### src/rtl/rv32i_multicycle_seq.sv
// rv32i_multicycle_seq
// Multi-cycle instruction sequencer for the RV32I core. It owns PC, IR and
// the load-data register (mdr). Each instruction goes through fetch, execute,
// an optional memory access and write-back. The datapath (CU, ALU, brancher,
// register file) stays combinational; the sequencer gates its state updates
// so that PC, instret and the register-file write happen only at retirement.
//
// Handshake (imem and dmem alike): req is raised and held, and the address
// is kept stable, until the cycle in which ready=1. That cycle completes the
// transfer, and rdata is sampled on the same rising edge. ready is ignored
// while req=0. A request that is still waiting in its TIMEOUT-th cycle
// faults, even if ready arrives in that cycle.
//
// Ports:
//   clock, reset         rising-edge clock, asynchronous active-low reset
//   imem_req/addr/ready/rdata   instruction fetch port (addr = PC)
//   dmem_req/we/ready/rdata     data port (we: 1 store, 0 load)
//   cu_store/cu_load/cu_rdwrite decode results for the current IR
//   PC_next              next PC from the brancher
//   PC, IR, mdr          architectural PC, latched instruction, load data
//   rd_we                gated register-file write enable (WB only)
//   retire, instret      retirement pulse and retired-instruction counter
//   halted, fault        stop flag; 00 none, 01 illegal, 10 imem/11 dmem timeout
//   dbg_state            current FSM state (IF=0 EX=1 MEM=2 WB=3 HALT=4)
module rv32i_multicycle_seq #(
  parameter logic [31:0] RESET_PC = 32'h0000_0000,
  parameter int          CNT_W    = 32,
  parameter int          TIMEOUT  = 16
) (
  input  logic             clock,
  input  logic             reset,
  output logic             imem_req,
  output logic [31:0]      imem_addr,
  input  logic             imem_ready,
  input  logic [31:0]      imem_rdata,
  output logic             dmem_req,
  output logic             dmem_we,
  input  logic             dmem_ready,
  input  logic [31:0]      dmem_rdata,
  input  logic             cu_store,
  input  logic             cu_load,
  input  logic             cu_rdwrite,
  input  logic [31:0]      PC_next,
  output logic [31:0]      PC,
  output logic [31:0]      IR,
  output logic [31:0]      mdr,
  output logic             rd_we,
  output logic             retire,
  output logic [CNT_W-1:0] instret,
  output logic             halted,
  output logic [1:0]       fault,
  output logic [2:0]       dbg_state
);

  typedef enum logic [2:0] {
    S_IF   = 3'd0,
    S_EX   = 3'd1,
    S_MEM  = 3'd2,
    S_WB   = 3'd3,
    S_HALT = 3'd4
  } state_t;

  localparam int                WCW      = (TIMEOUT > 2) ? $clog2(TIMEOUT) : 1;
  localparam logic [WCW-1:0]    WAIT_MAX = WCW'(TIMEOUT - 1);
  localparam logic [31:0]       NOP      = 32'h0000_0013;

  localparam logic [6:0] OP_SYSTEM = 7'b1110011;

  state_t         state, state_next;
  logic           imem_req_q;
  logic [WCW-1:0] wait_cnt;
  logic [1:0]     fault_q, fault_next;
  logic           ir_load, mdr_load, wait_clr, wait_inc;
  logic [6:0]     opcode;

  function automatic logic is_legal(input logic [6:0] op);
    case (op)
      7'b0110011, 7'b0010011, 7'b0000011, 7'b0100011, 7'b1100011,
      7'b1101111, 7'b1100111, 7'b0110111, 7'b0010111, 7'b0001111:
        is_legal = 1'b1;
      default:
        is_legal = 1'b0;
    endcase
  endfunction

  assign opcode = IR[6:0];

  always_comb begin
    state_next = state;
    fault_next = fault_q;
    ir_load    = 1'b0;
    mdr_load   = 1'b0;
    wait_clr   = 1'b0;
    wait_inc   = 1'b0;
    case (state)
      S_IF: begin
        // Right after reset the request is not yet up; nothing to count.
        if (imem_req_q) begin
          if (wait_cnt == WAIT_MAX) begin
            fault_next = 2'b10;
            wait_clr   = 1'b1;
            state_next = S_HALT;
          end else if (imem_ready) begin
            ir_load    = 1'b1;
            wait_clr   = 1'b1;
            state_next = S_EX;
          end else begin
            wait_inc = 1'b1;
          end
        end
      end
      S_EX: begin
        if (opcode == OP_SYSTEM) begin
          state_next = S_HALT;
        end else if (!is_legal(opcode)) begin
          fault_next = 2'b01;
          state_next = S_HALT;
        end else if (cu_load || cu_store) begin
          state_next = S_MEM;
        end else begin
          state_next = S_WB;
        end
      end
      S_MEM: begin
        if (wait_cnt == WAIT_MAX) begin
          fault_next = 2'b11;
          wait_clr   = 1'b1;
          state_next = S_HALT;
        end else if (dmem_ready) begin
          mdr_load   = cu_load;
          wait_clr   = 1'b1;
          state_next = S_WB;
        end else begin
          wait_inc = 1'b1;
        end
      end
      S_WB: begin
        state_next = S_IF;
      end
      S_HALT: begin
        state_next = S_HALT;
      end
      default: begin
        state_next = S_IF;
      end
    endcase
  end

  always_ff @(posedge clock or negedge reset) begin
    if (!reset) begin
      state      <= S_IF;
      imem_req_q <= 1'b0;
      wait_cnt   <= '0;
      fault_q    <= 2'b00;
      PC         <= RESET_PC;
      IR         <= NOP;
      mdr        <= 32'h0;
      instret    <= '0;
    end else begin
      state      <= state_next;
      // Registered fetch request: high for every cycle spent in IF except
      // the first cycle after reset release.
      imem_req_q <= (state_next == S_IF);
      fault_q    <= fault_next;
      if (wait_clr) begin
        wait_cnt <= '0;
      end else if (wait_inc) begin
        wait_cnt <= wait_cnt + 1'b1;
      end
      if (ir_load) begin
        IR <= imem_rdata;
      end
      if (mdr_load) begin
        mdr <= dmem_rdata;
      end
      if (state == S_WB) begin
        PC      <= PC_next;
        instret <= instret + 1'b1;
      end
    end
  end

  assign imem_req  = imem_req_q;
  assign imem_addr = PC;
  assign dmem_req  = (state == S_MEM);
  assign dmem_we   = (state == S_MEM) && cu_store;
  assign rd_we     = (state == S_WB) && cu_rdwrite;
  assign retire    = (state == S_WB);
  assign halted    = (state == S_HALT);
  assign fault     = fault_q;
  assign dbg_state = state;

endmodule

### config.mk
export PLATFORM = sky130hd
export DESIGN_NAME = rv32i_multicycle_seq
export DESIGN_NICKNAME = d
export VERILOG_FILES = /design/src/rtl/rv32i_multicycle_seq.sv
export SDC_FILE = /design/constraint.sdc
export NUM_CORES = 1
export LEC_CHECK = 0
export BUFFER_PORTS_ARGS = -buffer_cell sky130_fd_sc_hd__buf_2
export CELL_PAD_IN_SITES_DETAIL_PLACEMENT = 1
export CELL_PAD_IN_SITES_GLOBAL_PLACEMENT = 2
export CORE_MARGIN = 1.5
export CORE_UTILIZATION = 28
export DETAILED_ROUTE_END_ITERATION = 6
export PLACE_DENSITY_LB_ADDON = 0.15
export SYNTH_ARGS = -nofsm -noshare
export SYNTH_HDL_FRONTEND = slang
export SYNTH_SLANG_ARGS = --single-unit
### constraint.sdc
create_clock -name clock -period 2.3 [get_ports clock]
set_input_delay 0.69 -clock clock [delete_from_list [all_inputs] [get_ports clock]]
set_output_delay 0.69 -clock clock [all_outputs]
set_load 0.01 [all_outputs]
==> flow_metrics.py <==
metrics = {
    "worst_setup_path": {
        "slowest_stage": "dfrtp_2",
        "path_cells": "buf_4, nor2_2, and2_1, buf_2",
        "reg2regPathDepth": 8,
        "critical-path-top-delay-family": "flip-flops",
        "ff2ff_setup_slack_ns": 0.24,
        "critical_path_class": "reg2out",
        "cp-end-kind": "output port",
        "r2r_end": "instret[30]$_DFFE_PN0P_",
        "max_stage_delay_ns": 0.43,
        "path_max_fanout": 6,
        "crit_path_start_kind": "flip-flop",
        "r2r_start": "dbg_state[2]$_DFF_PN0_",
        "required_ns": 1.61,
        "arrival_ns": 1.52,
        "cp_num_buf_inv": 2,
    },
    "die": {
        "core_um2": 20900,
        "dieArea_um2": 22100,
        "die_w_um": 149,
        "die_h_um": 149,
        "rows": 53,
        "start_util_pct": 28.4,
        "io-pin-count": 274,
    },
    "synthesis": {
        "synthArstFlopShare_pct": 100,
        "seq_area_frac_synth_pct": 58.2,
        "syn_area_um2": 5940,
        "synth_nets": 613,
        "synth_edf_count": 0,
        "ys_warn_count": 0,
        "synth_top_area_share_pct": 56.9,
        "yosysTopAreaCell": "dfrtp_1",
        "netlist_instances": 508,
        "synth_common_cells": "dfrtp_1 (135), nand2_1 (123), mux2_2 (62), buf_4 (38), xnor2_1 (21)",
        "synth.most_common_cell": "dfrtp_1",
        "yosys_register_bits": 138,
        "yosys.cell_types.count": 45,
        "ys.flop_type": "dfrtp_1",
        "avgSynthCellArea_um2": 11.7,
        "yosys-top-cells-area": "dfrtp_1 (57%), mux2_2 (12%), nand2_1 (7.8%)",
    },
    "cells_and_area": {
        "layout.cells.non_filler": 1060,
        "n_antenna_cell": 0,
        "finalNetCount": 878,
        "area_growth_pct": 36.9,
        "drive_above_1_share_pct": 51.3,
        "final_util_pct": 38.9,
    },
    "clock_network": {
        "hold_buffers": 0,
        "htree_levels": 4,
        "cts_root_buf": "clkbuf_16",
        "clockBufferDepth": 2,
        "clock_sinks": 138,
        "cts_tree": "built",
        "clk_pin_slew_ns": 0.06,
        "numCtsBuffers": 17,
        "clkLatencyLatePin_ns": 0.41,
    },
    "placement": {
        "io_buffers": 273,
        "placedCellCount": 1022,
        "dp_slack_ns": 0.247,
        "place_hpwl_mm": 11.8,
        "place_congestion": 0.753,
    },
    "pwr": {
        "power_mw": 8.33,
        "power_density_nw_per_um2": 1020,
        "switchingPower_mw": 2.64,
        "seq_power_share_pct": 41.2,
        "internal_power_mw": 5.69,
        "combPwrFrac_pct": 27.1,
        "ir_worst_vdd_mv": 0.501,
        "switching_share_pct": 31.7,
        "power.share.clock_pct": 31.6,
        "p_leak_nw": 4.17,
    },
    "sta": {
        "finalMaxSlewViolations": 0,
        "max-slew-margin-rel_pct": 66.7,
        "timing.final.crit_share_pct": 95.9,
        "tightest_slew_ns": 0.499,
        "grt_setup_unrepaired": "no",
        "min_period_ns": 2.21,
        "worst_slack_ns": 0.0947,
        "setup_violations": 0,
        "finalHoldViolCount": 0,
        "clock.fmax_mhz": 453,
        "whs_ns": 0.209,
        "finClkSkew_ns": 0.00871,
    },
    "route": {
        "drt_pass1_iterations": 4,
        "drtIter0Drc": 128,
        "drt-total-wl_mm": 15.9,
        "routed_via_density": 4.39,
        "vias": 4652,
        "drt-wirelength-per-cell_um": 15.0,
        "drc": 0,
        "ant_nets": 0,
    },
    "outcome": {
        "outcome": "complete, no violations",
    },
    "global_route": {
        "grt.overflow.total": 0,
        "grt.total_usage_pct": 14.7,
        "antenna_found_initial": 1,
        "grt_pass1_wl_mm": 25.4,
        "grt_pass1_vias": 4858,
        "grt_max_degree": 47,
    },
    "run": {
        "drv_cap": 0,
    },
    "min_path": {
        "hold_path_class": "in2async",
    },
}
## logic make-up after synthesis
group | Yosys count | synth area share (%)
and+or+nand+nor | 192 | 15.7
DFF | 138 | 58.2
muxes | 64 | 12.1
buffers and inverters | 53 | 5.79
xor gates and xnor gates | 33 | 4.87
AOI/OAI and AO/OA | 25 | 2.70
adders and majority gates | 3 | 0.590
## sequential cells by signal, summed over array words and instances (netlist names)
signal,cells
imem_req,1
instret,32
dbg_state,3
IR,32
wait_cnt,4
PC,32
fault,2
mdr,32
## worst max path at each step
stage / cells past startpoint / endpoint / start / slack (ns)
2_1_floorplan: 4 / retire / dbg_state[2]$_DFF_PN0_ / 0.27
3_3_place_gp: 6 / instret[31]$_DFFE_PN0P_ / dbg_state[2]$_DFF_PN0_ / 0.38
3_5_place_dp: 6 / instret[31]$_DFFE_PN0P_ / dbg_state[2]$_DFF_PN0_ / 0.25
4_1_cts: 4 / rd_we / dbg_state[2]$_DFF_PN0_ / -0.003
5_1_grt: 4 / rd_we / dbg_state[2]$_DFF_PN0_ / 0.008
6_report: 4 / dmem_req / dbg_state[2]$_DFF_PN0_ / 0.09
## cell type report
cell class,instances,area [um2]
fill,2381,12800
sequential,138,3460
multi-input combinational,317,2140
timing repair buffer,294,1600
clock buffer,19,453
tap,275,344
clock inverter,12,116
inverter,5,18.8
## placed cells by master (no fill, tap or decap), drive strengths merged, types with 4 or more instances in the layout
master	Yosys	final
mux2	64	64
buf	40	294
xnor2	21	21
nand4	12	12
dfrtp	135	135
nand3	7	7
clkbuf	8	19
nand2	123	123
o21ai	8	8
a21oi	6	6
inv	5	9
nor2	21	21
xor2	12	12
and3	6	6
and2	4	4
clkinvlp	0	5
## routing by layer
metal | vias to the layer above | wire length (um) | part of all wire [%] | GRT usage (%)
met5 | - | 0 | 0 | 0
met4 | 0 | 248 | 1.6 | 5.74
met3 | 17 | 1360 | 8.6 | 4.85
met2 | 178 | 7480 | 47 | 23.9
met1 | 2256 | 6790 | 43 | 18.2
li1 | 2201 | - | - | -
## power groups by stage
stage / Combinational (mW) / Sequential [mW] / Clock (mW)
floorplan: 1.10 / 3.67 / 0
global placement: 2.21 / 3.44 / 0
detailed placement: 2.26 / 3.48 / 0
CTS: 2.26 / 3.46 / 2.75
global route: 2.47 / 3.53 / 2.86
finish: 2.26 / 3.44 / 2.64
## metrics by stage
| stage | cell area [um2] | setup TNS, ns |
|---|---|---|
| 4_1_cts | 8090 | -0.00277 |
| 2_1_floorplan | 5940 | 0 |
| 3_5_place_dp | 7500 | 0 |
| 5_1_grt | 8130 | 0 |
| 6_report | 8130 | 0 |
| 3_3_place_gp | 7500 | 0 |
## timing repair
| item | in CTS | in global routing |
|---|---|---|
| gates resized for setup | 2 | 3 |
| pin swaps | 1 | 0 |
| gates cloned | 0 | 0 |
| setup endpoints to repair | 3 | 1 |
| buffers inserted | 3 | 4 |
No activity file was read; power rests on OpenSTA's default activity.
